## src/rtl/fsk_dem_win.sv

```systemverilog
// ---------------------------------------------------------------------------
// fsk_dem_win -- windowed FSK bit slicer
//
// Counts transitions of sig_rf over back-to-back windows of WIN_LEN enabled
// sysclk cycles. At the end of each window it decides the bit: many edges = 1,
// few edges = 0. It also raises a one-cycle valid strobe, reports the edge
// count, flags carrier loss and counts decided symbols.
//
// Optional feature macro: FSK_DEM_HYST_EN
//   defined     : the decision threshold depends on the previous decided bit
//                 (THRESH-HYST when the previous bit was 1,
//                 THRESH+HYST when it was 0).
//   not defined : the bit is 1 when edge count >= THRESH.
//
// Ports
//   sysclk      in   1      system clock, rising edge
//   reset       in   1      asynchronous active-low reset
//   sig_enable  in   1      1 = demodulate; 0 = abort the current window and idle
//   sig_rf      in   1      hard-limited FSK input, synchronous to sysclk
//   sig_reb     out  1      decided bit of the last completed window
//   reb_valid   out  1      one-cycle strobe: sig_reb/judge_Ts were just updated
//   judge_Ts    out  CNT_W  edge count of the last completed window
//   carrier_ok  out  1      0 when the last window had < CARRIER_MIN edges
//   sym_cnt     out  SYM_W  windows decided since reset, wraps
// ---------------------------------------------------------------------------
module fsk_dem_win #(
  parameter int WIN_LEN     = 16,
  parameter int THRESH      = 6,
  parameter int CARRIER_MIN = 2,
  parameter int HYST        = 1,
  parameter int SYM_W       = 16,
  localparam int CNT_W      = $clog2(WIN_LEN + 1)
) (
  input  logic             sysclk,
  input  logic             reset,
  input  logic             sig_enable,
  input  logic             sig_rf,
  output logic             sig_reb,
  output logic             reb_valid,
  output logic [CNT_W-1:0] judge_Ts,
  output logic             carrier_ok,
  output logic [SYM_W-1:0] sym_cnt
);

  localparam int WIN_W = $clog2(WIN_LEN);
  localparam logic [WIN_W-1:0] WIN_LAST = WIN_W'(WIN_LEN - 1);

  // Refuse configurations where the window is too short or the hysteresis
  // margin would push the lower threshold to zero or below.
  if (WIN_LEN < 4 || HYST >= THRESH) begin : g_param_check
    $error("fsk_dem_win: need WIN_LEN >= 4 and HYST < THRESH");
  end

  typedef enum logic [0:0] {
    IDLE  = 1'b0,
    COUNT = 1'b1
  } state_t;

  state_t             state;
  state_t             state_nxt;
  logic               sig_temp;
  logic [WIN_W-1:0]   win_cnt;
  logic [WIN_W-1:0]   win_nxt;
  logic [CNT_W-1:0]   edge_acc;
  logic [CNT_W-1:0]   acc_nxt;
  logic [CNT_W-1:0]   total;
  logic               rf_edge;
  logic               last_win;

  // Bit decision for a completed window; prev is the previously decided bit.
  function automatic logic decide(input logic [CNT_W-1:0] cnt, input logic prev);
    logic res;
`ifdef FSK_DEM_HYST_EN
    if (prev) begin
      res = (int'(cnt) >= (THRESH - HYST));
    end else begin
      res = (int'(cnt) >= (THRESH + HYST));
    end
`else
    res = (int'(cnt) >= THRESH);
    if (prev) begin
      res = res;
    end else begin
      res = res;
    end
`endif
    return res;
  endfunction

  // An edge is any difference between this cycle's sample and the last one.
  assign rf_edge = sig_rf ^ sig_temp;

  // Previous-sample register: tracks sig_rf every cycle, enabled or not, so
  // the first cycle of a window sees a valid reference.
  always_ff @(posedge sysclk or negedge reset) begin
    if (!reset) begin
      sig_temp <= 1'b0;
    end else begin
      sig_temp <= sig_rf;
    end
  end

  // FSM state register.
  always_ff @(posedge sysclk or negedge reset) begin
    if (!reset) begin
      state <= IDLE;
    end else begin
      state <= state_nxt;
    end
  end

  // Next state and window datapath. win_cnt is always 0 in IDLE, so the
  // first enabled cycle is handled exactly like any window cycle 0.
  always_comb begin
    state_nxt = state;
    win_nxt   = win_cnt;
    acc_nxt   = edge_acc;
    last_win  = 1'b0;
    total     = edge_acc + CNT_W'(rf_edge);

    case (state)
      IDLE: begin
        if (sig_enable) begin
          state_nxt = COUNT;
        end else begin
          state_nxt = IDLE;
        end
      end
      COUNT: begin
        if (sig_enable) begin
          state_nxt = COUNT;
        end else begin
          state_nxt = IDLE;
        end
      end
      default: begin
        state_nxt = IDLE;
      end
    endcase

    if (sig_enable) begin
      if (win_cnt == WIN_LAST) begin
        win_nxt  = '0;
        acc_nxt  = '0;
        last_win = 1'b1;
      end else begin
        win_nxt  = win_cnt + WIN_W'(1);
        acc_nxt  = total;
      end
    end else begin
      // Dropping enable discards the partial window.
      win_nxt = '0;
      acc_nxt = '0;
    end
  end

  // Window counters.
  always_ff @(posedge sysclk or negedge reset) begin
    if (!reset) begin
      win_cnt  <= '0;
      edge_acc <= '0;
    end else begin
      win_cnt  <= win_nxt;
      edge_acc <= acc_nxt;
    end
  end

  // Result registers: updated only on the last window cycle, held otherwise.
  always_ff @(posedge sysclk or negedge reset) begin
    if (!reset) begin
      sig_reb    <= 1'b0;
      reb_valid  <= 1'b0;
      judge_Ts   <= '0;
      carrier_ok <= 1'b0;
      sym_cnt    <= '0;
    end else begin
      reb_valid <= last_win;
      if (last_win) begin
        judge_Ts   <= total;
        sig_reb    <= decide(total, sig_reb);
        carrier_ok <= (int'(total) >= CARRIER_MIN);
        sym_cnt    <= sym_cnt + SYM_W'(1);
      end else begin
        judge_Ts   <= judge_Ts;
        sig_reb    <= sig_reb;
        carrier_ok <= carrier_ok;
        sym_cnt    <= sym_cnt;
      end
    end
  end

endmodule

```

## config.mk

```make
export PLATFORM = sky130hd
export DESIGN_NAME = fsk_dem_win
export DESIGN_NICKNAME = d
export VERILOG_FILES = /design/src/rtl/fsk_dem_win.sv
export SDC_FILE = /design/constraint.sdc
export NUM_CORES = 1
export LEC_CHECK = 0
export CORE_ASPECT_RATIO = 1.2
export CORE_MARGIN = 3
export CORE_UTILIZATION = 52
export CTS_BUF_LIST = sky130_fd_sc_hd__clkbuf_8 sky130_fd_sc_hd__clkbuf_16
export CTS_CLUSTER_DIAMETER = 200
export DETAILED_ROUTE_END_ITERATION = 12
export GPL_TIMING_DRIVEN = 0
export PLACE_DENSITY = 0.78
export RECOVER_POWER = 25
export SLEW_MARGIN = 10
export SYNTH_ARGS = -nofsm -noshare
export SYNTH_HDL_FRONTEND = slang
export SYNTH_SLANG_ARGS = --single-unit
```

## constraint.sdc

```tcl
create_clock -name sysclk -period 3.13 [get_ports sysclk]
set_input_delay 0.626 -clock sysclk [delete_from_list [all_inputs] [get_ports sysclk]]
set_output_delay 0.626 -clock sysclk [all_outputs]
set_load 0.01 [all_outputs]
```

==> results of run 1 <==
[per-stage QoR]
step | instance area, sq um | power, mW | utilization, % | instances | hold slack, ps
finish | 1830 | 0.793 | 70.8 | 188 | 471
global route | 1830 | 0.837 | 70.8 | 188 | 491
CTS | 1830 | 0.813 | 70.9 | 188 | 421
global placement | 1750 | 0.492 | 67.9 | 182 | 449
detailed placement | 1740 | 0.494 | 67.7 | 182 | 461
floorplan | 1440 | 0.476 | - | 122 | 330
[report_power, final]
part	switching, mW	total (mW)	internal [mW]
Combinational	0.0215	0.0325	0.0110
Clock	0.139	0.309	0.169
Sequential	0.00481	0.452	0.447
[cell families after synthesis]
group / count (synthesis) / synth area share (%)
AND/OR/NAND/NOR: 47 / 17.3
flip-flops: 34 / 59.2
XOR/XNOR: 22 / 13.9
AO/OA/AOI/OAI: 9 / 4.18
buffers and inverters: 6 / 1.91
adder cells (fa/ha/maj): 4 / 3.48
[final cells by class]
class	instances	share of cell area (%)
clock buffers	6	4.52
plain buffers	2	0.617
multi-input cells	82	30.6
repair buffers	27	14.5
well taps	33	2.26
inverters	4	0.891
flip-flops and latches	34	46.6
[critical path, stage by stage]
cell and delay, ps:
dlygate4sd3_1 560, xor2_1 150, ha_1 200, ha_1 240
xnor2_1 280, nand2_1 130, o32a_1 340
[state kept, by name, indices dropped and copies added, names as in the netlist]
signal	cells
win_cnt	4
reb_valid	1
sig_reb	1
sym_cnt	16
judge_Ts	5
sig_temp	1
carrier_ok	1
edge_acc	5
[layout by cell type, fill, tap and decap left out, types with 2 or more instances in the layout]
cell	instances
inv_1	3
xor2_1	6
ha_1	4
nand4_1	2
nand3_1	9
nor2_1	10
xnor2_1	15
and2_1	2
clkbuf_8	6
nand2_1	15
nand4_2	3
o21ai_0	5
clkbuf_1	2
and3_1	4
clkdlybuf4s50_1	25
dfrtp_1	34
[routing by layer]
layer / GRT usage, % / part of all wire (%)
met1: 21.2 / 39
met2: 31.4 / 52
met3: 7.80 / 5.8
met4: 9.35 / 2.5
met5: 0 / 0
[path summary, 6_finish.rpt]
| path | startpoint | to | slack (ps) |
|---|---|---|---|
| worst min-delay path | sym_cnt[15] | sym_cnt[15] | 470 |
| worst max-delay path | sig_rf | carrier_ok | 760 |
| max in group asynchronous | reset | judge_Ts[4] | 1320 |
| worst min register to register | sym_cnt[15] | sym_cnt[15] | 470 |
| min in group asynchronous | reset | sym_cnt[15] | 800 |
| worst max register to register | sig_temp | carrier_ok | 1300 |
==> metrics.json, run 1 <==
{
  "outcome": {
    "outcome": "finished, violations left",
    "failing_checks": "max-capacitance violations, max-slew violations"
  },
  "setup_path": {
    "worst-endpoint-arrival_ps": 2530,
    "path_class": "in2reg",
    "worstPathMaxFanout": 3,
    "setup.worst_path.start_class": "primary input",
    "cp.required_ps": 3300,
    "r2r.worst_path.cells": 6,
    "cp-end-kind": "register"
  },
  "global_route": {
    "first_global_vias": 1059,
    "global_route.usage.total_pct": 19.3,
    "grt_overflow": 0,
    "antenna_violations_before_repair": 0,
    "grt_max_degree": 35,
    "grt_pass1_wl_um": 4690
  },
  "timing": {
    "rsz_0062_raised_after_global_routing": "false",
    "tns_ps": 0,
    "timing.slew.headroom_pct": -16.0,
    "final_critical_path_setup_slack_ps": 761,
    "final.min_clock_period_ps": 2370,
    "finalHoldViolations": 0,
    "timing.final.crit_share_pct": 75.7,
    "finalSetupViolations": 0,
    "clock.fmax_ghz": 0.422,
    "fin_skew_ps": 6.69,
    "drv_slew": 35,
    "worst_pin_slew_ps": 1740
  },
  "finish": {
    "drive_above_1_share_pct": 9.03,
    "layout.nets": 164,
    "synthToLayoutAreaGrowth_pct": 27.0,
    "antenna_cells_inserted": 0,
    "fillCellCount": 197,
    "multi_input_gate_area_in_the_final_layout_sq_um": 559,
    "seq_area_sq_um": 851
  },
  "synth": {
    "dominantRegCellSynth": "dfrtp_1",
    "synth_most_common_cell": "dfrtp_1",
    "postSynthRegisterBits": 34,
    "postSynth.asyncResetShare_pct": 100,
    "netlist.area_leader.share_pct": 59.2,
    "synth_cell_type_count": 23,
    "synthCells": 122,
    "netlist_area_sq_mm": 0.00144,
    "synth.cells.most_frequent": "dfrtp_1 (34), nand2_1 (15), xnor2_1 (15), nor2_1 (10), nand3_1 (9)",
    "yosysSeqAreaShare_pct": 59.2,
    "post_synth_main_area_contributors": "dfrtp_1 (59%), xnor2_1 (9.1%), nand2_1 (3.9%)",
    "synthesis_warnings": 0,
    "synth_area_leader_cell": "dfrtp_1",
    "synth_enable_flop_cells": 0,
    "syn_nets": 130,
    "syn_area_per_cell_sq_um": 11.8
  },
  "detailed_routing": {
    "drc_errors": 0,
    "postRouteAntennaNets": 0,
    "route.detailed.wl_per_inst_um": 14.0,
    "drtPass1Iterations": 2,
    "route.detailed.vias_per_inst": 5.25,
    "vias": 987,
    "drt_first_iter_violations": 20,
    "route.final.wire_length_um": 2630
  },
  "placement": {
    "detailedPlace.worstSlack_ps": 574,
    "place.detailed.hpwl_um": 1920,
    "gp_routability_congestion": 0.784,
    "placement.io_buffers": 27
  },
  "floorplan": {
    "die-height_um": 63.6,
    "row_count": 20,
    "die_w_um": 54,
    "core_area_sq_mm": 0.00258,
    "floorplan.initialDensity_pct": 55.8,
    "die-area_sq_mm": 0.00343,
    "design.portCount": 28
  },
  "cts": {
    "tritoncts": "yes",
    "h-tree-depth": 2,
    "worstSkewPairLatency_ps": 280,
    "post_cts_hold_buffer_count": 0,
    "post_cts.repair.setup_buffers": 0,
    "ctsRootBufferMaster": "clkbuf_8",
    "postCtsResizedCells": 0,
    "clock_transition_time_at_the_flip_flop_clock_pins_of_the_worst_setup_and_hold_paths_ps": 60,
    "tritoncts.num_buffers": 5,
    "cts.sink_count": 34,
    "cts_buffer_depth": 2
  },
  "hold_path": {
    "path_category_of_the_worst_min_delay_check": "reg2reg",
    "min_delay_path_depth": 1
  },
  "power_and_ir_drop": {
    "power.density_cell_area_mw_per_mm2": 435,
    "worst_ir_drop_vdd_v": 0.000397,
    "power_leakage_nw": 0.878
  },
  "job": {
    "max_cap_violations": 1
  }
}
No activity file was read; power rests on OpenSTA's default activity.
==> run 2: changes to the inputs <==
CORE_UTILIZATION = 45   (was 52)
PLACE_DENSITY = 0.72   (was 0.78)
clock period = 2 ns   (was 3.13 ns; I/O delays follow)
==> metrics.json, run 2 (same netlist as run 1, synthesis figures left out) <==
{
  "detailed_routing": {
    "route.final.wire_length": {"value": 2470, "unit": "um", "change": "-6.0%"},
    "drc_errors": {"value": 0, "change": "unchanged"},
    "drtPass1Iterations": {"value": 3, "change": "+1"},
    "route.detailed.vias_per_inst": {"value": 5.09, "change": "-3.1%"},
    "drt_first_iter_violations": {"value": 19, "change": "-5.0%"},
    "vias": {"value": 967, "change": "-2.0%"},
    "postRouteAntennaNets": {"value": 0, "change": "unchanged"},
    "route.detailed.wl_per_inst": {"value": 13.0, "unit": "um", "change": "-7.0%"}
  },
  "hold_path": {
    "path_category_of_the_worst_min_delay_check": "in2async"
  },
  "global_route": {
    "grt_max_degree": {"value": 35, "change": "unchanged"},
    "grt_overflow": {"value": 0, "change": "unchanged"},
    "grt_pass1_wl": {"value": 4430, "unit": "um", "change": "-5.5%"},
    "antenna_violations_before_repair": {"value": 0, "change": "unchanged"},
    "first_global_vias": {"value": 1011, "change": "-4.5%"},
    "global_route.usage.total": {"value": 15.0, "unit": "%", "change": "-4.3 points"}
  },
  "finish": {
    "layoutNonFillerInstCount": {"value": 190, "change": "+1.1%"},
    "finish.instance_area": {"value": 0.00184, "unit": "sq mm", "change": "+0.62%"},
    "antenna_cells_inserted": {"value": 0, "change": "unchanged"},
    "layout.core_utilization": {"value": 63.0, "unit": "%", "change": "-7.8 points"},
    "most-common-layout-cells": "dfrtp_1 (34), clkdlybuf4s50_1 (26), nand2_1 (15), xnor2_1 (15), nor2_1 (10)",
    "layout.nets": {"value": 164, "change": "unchanged"},
    "largest-register": "sym_cnt",
    "mostFrequentLayoutCell": "dfrtp_1",
    "drive_above_1_share": {"value": 10.3, "unit": "%", "change": "+1.2 points"},
    "fillCellCount": {"value": 237, "change": "+20%"},
    "biggestRegsByFlops": "sym_cnt: 16 flops, edge_acc: 5 flops, judge_Ts: 5 flops",
    "largest_register_ffs": {"value": 16, "change": "unchanged"},
    "synthToLayoutAreaGrowth_pct": 27.8
  },
  "power_and_ir_drop": {
    "p_seq_share": {"value": 58.4, "unit": "%", "change": "+1.4 points"},
    "pwr-share-comb": {"value": 4.6, "unit": "%", "change": "+0.5 points"},
    "power.density_cell_area": {"value": 661, "unit": "mW/mm^2", "change": "+52%"},
    "worst_ir_drop_vdd": {"value": 0.000518, "unit": "V", "change": "+31%"},
    "power_leakage": {"value": 0.880, "unit": "nW", "change": "+0.23%"},
    "share_clk_of_total_power": {"value": 37.0, "unit": "%", "change": "-1.9 points"},
    "p_sw": {"value": 263, "unit": "uW", "change": "+59%"},
    "sw_frac_of_total": {"value": 21.7, "unit": "%", "change": "+0.78 points"},
    "finalPower": {"value": 1.21, "unit": "mW", "change": "+53%"},
    "internal-power": {"value": 951, "unit": "uW", "change": "+51%"}
  },
  "floorplan": {
    "row_count": {"value": 21, "change": "+5.0%"},
    "die-area": {"value": 0.00391, "unit": "sq mm", "change": "+14%"},
    "die-height": {"value": 67.9, "unit": "um", "change": "+6.8%"},
    "floorplan.initialDensity": {"value": 49.3, "unit": "%", "change": "-6.5 points"},
    "design.portCount": {"value": 28, "change": "unchanged"},
    "core_area": {"value": 0.00292, "unit": "sq mm", "change": "+13%"},
    "die_w": {"value": 57.6, "unit": "um", "change": "+6.7%"}
  },
  "timing": {
    "fin_skew": {"value": 2.36, "unit": "ps", "change": "-4.34 ps"},
    "worst_pin_slew": {"value": 811, "unit": "ps", "change": "-930 ps"},
    "finalSetupViolations": {"value": 0, "change": "unchanged"},
    "timing.final.crit_share_pct": 94.9,
    "drv_slew": {"value": 0, "change": "-100%"},
    "clock.fmax_ghz": 0.527,
    "tns": {"value": 0, "unit": "ps", "change": "unchanged"},
    "finalHoldViolations": {"value": 0, "change": "unchanged"},
    "final_critical_path_setup_slack": {"value": 102, "unit": "ps", "change": "-659 ps"},
    "holdWs": {"value": 205, "unit": "ps", "change": "-266 ps"},
    "timing.slew.headroom": {"value": 46.0, "unit": "%", "change": "+62 points"},
    "final.min_clock_period_ps": 1900
  },
  "setup_path": {
    "cp_num_buf_inv": {"value": 1, "change": "unchanged"},
    "crit_path_top_delay_cell": "clkdlybuf4s50_1",
    "critical_path.cell_chain": "clkdlybuf4s50_1, xor2_1, ha_2, ha_4, xnor2_1, nand3_1, o31a_1, o32a_1",
    "cp.required": {"value": 2160, "unit": "ps", "change": "-1140 ps"},
    "setup.worst_path.start_class": "primary input",
    "r2r.worst_path.cells": {"value": 7, "change": "+1"},
    "cp_top_family": "buffers and inverters",
    "worst-endpoint-arrival": {"value": 2060, "unit": "ps", "change": "-470 ps"},
    "total_number_of_cells_along_the_worst_setup_path": {"value": 8, "change": "+1"},
    "critPathMaxStageDelay": {"value": 490, "unit": "ps", "change": "-70 ps"},
    "worstPathMaxFanout": {"value": 3, "change": "unchanged"},
    "cp-end-kind": "register",
    "path_class": "in2reg"
  },
  "cts": {
    "ctsRootBufferMaster": "clkbuf_8",
    "tritoncts.num_buffers": {"value": 5, "change": "unchanged"},
    "clock_transition_time_at_the_flip_flop_clock_pins_of_the_worst_setup_and_hold_paths": {"value": 60, "unit": "ps", "change": "about the same"},
    "tritoncts": "yes",
    "cts_buffer_depth": {"value": 2, "change": "unchanged"},
    "worstSkewPairLatency": {"value": 270, "unit": "ps", "change": "about the same"},
    "cts.sink_count": {"value": 34, "change": "unchanged"},
    "h-tree-depth": {"value": 2, "change": "unchanged"},
    "post_cts_hold_buffer_count": {"value": 0, "change": "unchanged"}
  },
  "placement": {
    "gp_routability_congestion": {"value": 0.716, "change": "-8.7%"},
    "detailedPlace.worstSlack": {"value": -236, "unit": "ps", "change": "-810 ps"},
    "place.detailed.hpwl": {"value": 1860, "unit": "um", "change": "-3.0%"},
    "placement.io_buffers": {"value": 27, "change": "unchanged"},
    "place_inst": {"value": 183, "change": "+0.55%"},
    "dpl-instance-area": {"value": 0.00175, "unit": "sq mm", "change": "about the same"}
  },
  "outcome": {
    "outcome": "finished, final reports clean"
  },
  "job": {
    "max_cap_violations": {"value": 0, "change": "-1"}
  }
}
run 2: changes by cell type in the layout (fill, tap and decap cells not counted), sizes merged:
cell / before / now
clkdlybuf4s50: 25 / 26
inv: 3 / 5
dlygate4sd3: 1 / 0
clkbuf: 8 / 7
run 2: layout make-up:
class | instances | area, sq um | share of cell area [%]
sequential | 34 | 851 | 46.3
multi-input combinational | 82 | 574 | 31.3
timing repair buffer | 27 | 265 | 14.4
clock buffer | 5 | 68.8 | 3.75
tap | 34 | 42.5 | 2.32
inverter | 4 | 16.3 | 0.886
buffer | 2 | 11.3 | 0.613
clock inverter | 2 | 7.51 | 0.409
run 2: layer usage:
layer | wire, um | up-vias | GRT usage [%]
met4 | 37 | 0 | 7.83
met3 | 117 | 5 | 3.40
met5 | 0 | - | 0
met1 | 1050 | 471 | 17.5
li1 | - | 471 | -
met2 | 1270 | 20 | 25.8
run 2: path summary, 6_finish.rpt:
kind | start | to | slack [ps]
max | sig_rf | carrier_ok | 100
min | reset | sym_cnt[10] | 210
max reg2reg | sig_temp | carrier_ok | 310
min reg2reg | win_cnt[0] | win_cnt[0] | 460
max in group asynchronous | reset | sym_cnt[5] | 1280
min in group sysclk | win_cnt[0] | win_cnt[0] | 460
run 2: repair_timing:
action | 4_1_cts | 5_1_grt
buffers inserted | 0 | 0
setup endpoints to repair | 0 | 1
resized for setup | 0 | 3
run 2: power groups by stage:
stage	clock network (mW)	registers, mW	logic [mW]
CTS	0.467	0.707	0.0539
global placement	0	0.719	0.0522
global route	0.492	0.709	0.0669
detailed placement	0	0.720	0.0536
finish	0.449	0.708	0.0564
floorplan	0	0.718	0.0262
==> run 3: changes to the inputs <==
GPL_TIMING_DRIVEN = default   (was 0)
==> metrics.json, run 3 (same netlist as run 1, synthesis figures left out) <==
{
  "detailed_routing": {
    "route.detailed.vias_per_inst": {"value": 5.15, "change": "+1.3%"},
    "route.detailed.wl_per_inst": {"value": 14.1, "unit": "um", "change": "+8.5%"},
    "drtPass1Iterations": {"value": 4, "change": "+1"},
    "route.final.wire_length": {"value": 2740, "unit": "um", "change": "+11%"},
    "drt_first_iter_violations": {"value": 34, "change": "+15"},
    "postRouteAntennaNets": {"value": 0, "change": "unchanged"},
    "drc_errors": {"value": 0, "change": "unchanged"},
    "vias": {"value": 1000, "change": "+3.4%"}
  },
  "finish": {
    "largest_register_ffs": {"value": 16, "change": "unchanged"},
    "antenna_cells_inserted": {"value": 0, "change": "unchanged"},
    "synthToLayoutAreaGrowth_pct": 30.5,
    "finish.instance_area": {"value": 0.00188, "unit": "sq mm", "change": "+2.1%"},
    "fillCellCount": {"value": 237, "change": "unchanged"},
    "largest-register": "sym_cnt",
    "most-common-layout-cells": "dfrtp_1 (34), clkdlybuf4s50_1 (25), nand2_1 (15), xnor2_1 (15), nor2_1 (10)",
    "biggestRegsByFlops": "sym_cnt: 16 flops, edge_acc: 5 flops, judge_Ts: 5 flops",
    "drive_above_1_share": {"value": 13.8, "unit": "%", "change": "+3.5 points"},
    "layout.nets": {"value": 169, "change": "+3.0%"},
    "mostFrequentLayoutCell": "dfrtp_1"
  },
  "timing": {
    "clock.fmax": {"value": 0.573, "unit": "GHz", "change": "+8.8%"},
    "holdWs": {"value": 414, "unit": "ps", "change": "+208 ps"},
    "worst_pin_slew": {"value": 824, "unit": "ps", "change": "+13.1 ps"},
    "fin_skew": {"value": 5.01, "unit": "ps", "change": "+2.66 ps"},
    "rsz_0062_raised_after_global_routing": "false",
    "timing.slew.headroom": {"value": 45.1, "unit": "%", "change": "-0.87 points"},
    "drv_slew": {"value": 0, "change": "unchanged"},
    "finalHoldViolations": {"value": 0, "change": "unchanged"},
    "finalSetupViolations": {"value": 0, "change": "unchanged"},
    "timing.final.crit_share": {"value": 87.2, "unit": "%", "change": "-7.7 points"},
    "final.min_clock_period": {"value": 1740, "unit": "ps", "change": "-153 ps"}
  },
  "setup_path": {
    "rrSetupSlack": {"value": 270, "unit": "ps", "change": "-40 ps"},
    "cp.required": {"value": 2160, "unit": "ps", "change": "about the same"},
    "cp-end-kind": "register",
    "r2r.worst_path.cells": {"value": 7, "change": "unchanged"},
    "setup.worst_path.start_class": "primary input",
    "worstPathMaxFanout": {"value": 3, "change": "unchanged"},
    "path_class": "in2reg",
    "r2r_start": "sig_temp",
    "r2r_end": "carrier_ok",
    "worst-endpoint-arrival": {"value": 1910, "unit": "ps", "change": "-150 ps"}
  },
  "floorplan": {
    "die_w": {"value": 57.6, "unit": "um", "change": "unchanged"},
    "die-area": {"value": 0.00391, "unit": "sq mm", "change": "unchanged"},
    "design.portCount": {"value": 28, "change": "unchanged"},
    "row_count": {"value": 21, "change": "unchanged"},
    "floorplan.initialDensity": {"value": 49.3, "unit": "%", "change": "unchanged"},
    "core_area": {"value": 0.00292, "unit": "sq mm", "change": "unchanged"},
    "die-height": {"value": 67.9, "unit": "um", "change": "unchanged"}
  },
  "global_route": {
    "grt_overflow": {"value": 0, "change": "unchanged"},
    "first_global_vias": {"value": 1060, "change": "+4.8%"},
    "grt_max_degree": {"value": 35, "change": "unchanged"},
    "grt_pass1_wl": {"value": 4840, "unit": "um", "change": "+9.2%"},
    "global_route.usage.total": {"value": 16.9, "unit": "%", "change": "+1.9 points"},
    "antenna_violations_before_repair": {"value": 0, "change": "unchanged"}
  },
  "cts": {
    "tritoncts.num_buffers": {"value": 5, "change": "unchanged"},
    "clock_transition_time_at_the_flip_flop_clock_pins_of_the_worst_setup_and_hold_paths": {"value": 60, "unit": "ps", "change": "about the same"},
    "tritoncts": "yes",
    "post_cts_hold_buffer_count": {"value": 0, "change": "unchanged"},
    "h-tree-depth": {"value": 2, "change": "unchanged"},
    "worstSkewPairLatency": {"value": 280, "unit": "ps", "change": "about the same"},
    "cts_buffer_depth": {"value": 2, "change": "unchanged"},
    "ctsRootBufferMaster": "clkbuf_8",
    "postCtsResizedCells": {"value": 3, "change": "+3"},
    "cts.sink_count": {"value": 34, "change": "unchanged"},
    "post_cts.repair.setup_buffers": {"value": 0, "change": "unchanged"}
  },
  "power_and_ir_drop": {
    "power.density_cell_area": {"value": 676, "unit": "mW/mm^2", "change": "+2.3%"},
    "worst_ir_drop_vdd": {"value": 0.000635, "unit": "V", "change": "+23%"},
    "power_leakage": {"value": 0.902, "unit": "nW", "change": "+2.6%"}
  },
  "hold_path": {
    "path_category_of_the_worst_min_delay_check": "in2reg",
    "hold-path-endpoint": "sig_temp",
    "min_from": "sig_rf",
    "min_delay_path_depth": 1
  },
  "outcome": {
    "outcome": "finished, final reports clean"
  },
  "placement": {
    "dpl-instance-area": {"value": 0.00179, "unit": "sq mm", "change": "+2.7%"},
    "gp_routability_congestion": {"value": 0.723, "change": "+0.99%"},
    "placement.io_buffers": {"value": 27, "change": "unchanged"},
    "place.detailed.hpwl": {"value": 1960, "unit": "um", "change": "+5.7%"}
  },
  "job": {
    "max_cap_violations": {"value": 0, "change": "unchanged"}
  }
}
==> run 3: cell types whose count changed in the layout (fill, tap and decap cells not counted), sizes merged <==
cell,change
inv,-2
dlygate4sd2,+1
clkdlybuf4s50,-1
buf,+5
dlygate4sd3,+1
==> run 3: area by class of cell <==
class | count | area [sq um] | area share (%)
clock buffer | 6 | 82.6 | 4.40
sequential | 34 | 851 | 45.4
timing repair buffer | 34 | 319 | 17.0
inverter | 4 | 16.3 | 0.867
tap | 34 | 42.5 | 2.27
multi-input combinational | 82 | 564 | 30.1
==> run 3: worst max path at each step <==
| stage | start | to | slack, ps | depth (start not counted) |
|---|---|---|---|---|
| 2_1_floorplan | sig_rf | carrier_ok | 330 | 7 |
| 3_3_place_gp | sig_rf | carrier_ok | -170 | 8 |
| 3_5_place_dp | sig_rf | carrier_ok | -240 | 7 |
| 4_1_cts | sig_rf | carrier_ok | 230 | 8 |
| 5_1_grt | sig_temp | carrier_ok | 130 | 6 |
| 6_report | sig_rf | carrier_ok | 260 | 8 |
==> run 3: metal layers <==
| layer | vias to the layer above | share of wire (%) | global-route usage [%] |
|---|---|---|---|
| met4 | 0 | 2.8 | 8.99 |
| met3 | 9 | 6.0 | 6.42 |
| met5 | - | 0 | 0 |
| met1 | 485 | 38 | 18.4 |
| met2 | 23 | 53 | 28.5 |
| li1 | 483 | - | - |
==> run 3: critical path, cell delays in order <==
cell and delay [ps]:
dlygate4sd2_1 260, xor2_1 200, ha_2 210, ha_2 200
xnor2_1 120, nand3_1 90, o31a_1 130, o32a_1 290
==> run 3: power by group <==
group | internal (mW) | switching, mW | total, mW
Sequential | 0.700 | 0.00780 | 0.708
Clock | 0.265 | 0.231 | 0.496
Combinational | 0.0261 | 0.0376 | 0.0638
==> run 3: stage by stage <==
stage / cells / setup slack [ps] / power [mW] / setup TNS, ps / util (%)
after global routing: 194 / 134 / 1.31 / 0 / 64.3
final: 194 / 255 / 1.27 / 0 / 64.3
after global placement: 188 / -170 / 0.781 / -252 / 61.4
after CTS: 194 / 235 / 1.28 / 0 / 64.4
after floorplan: 122 / 331 / 0.745 / 0 / -
after detailed placement: 188 / -237 / 0.784 / -489 / 61.4
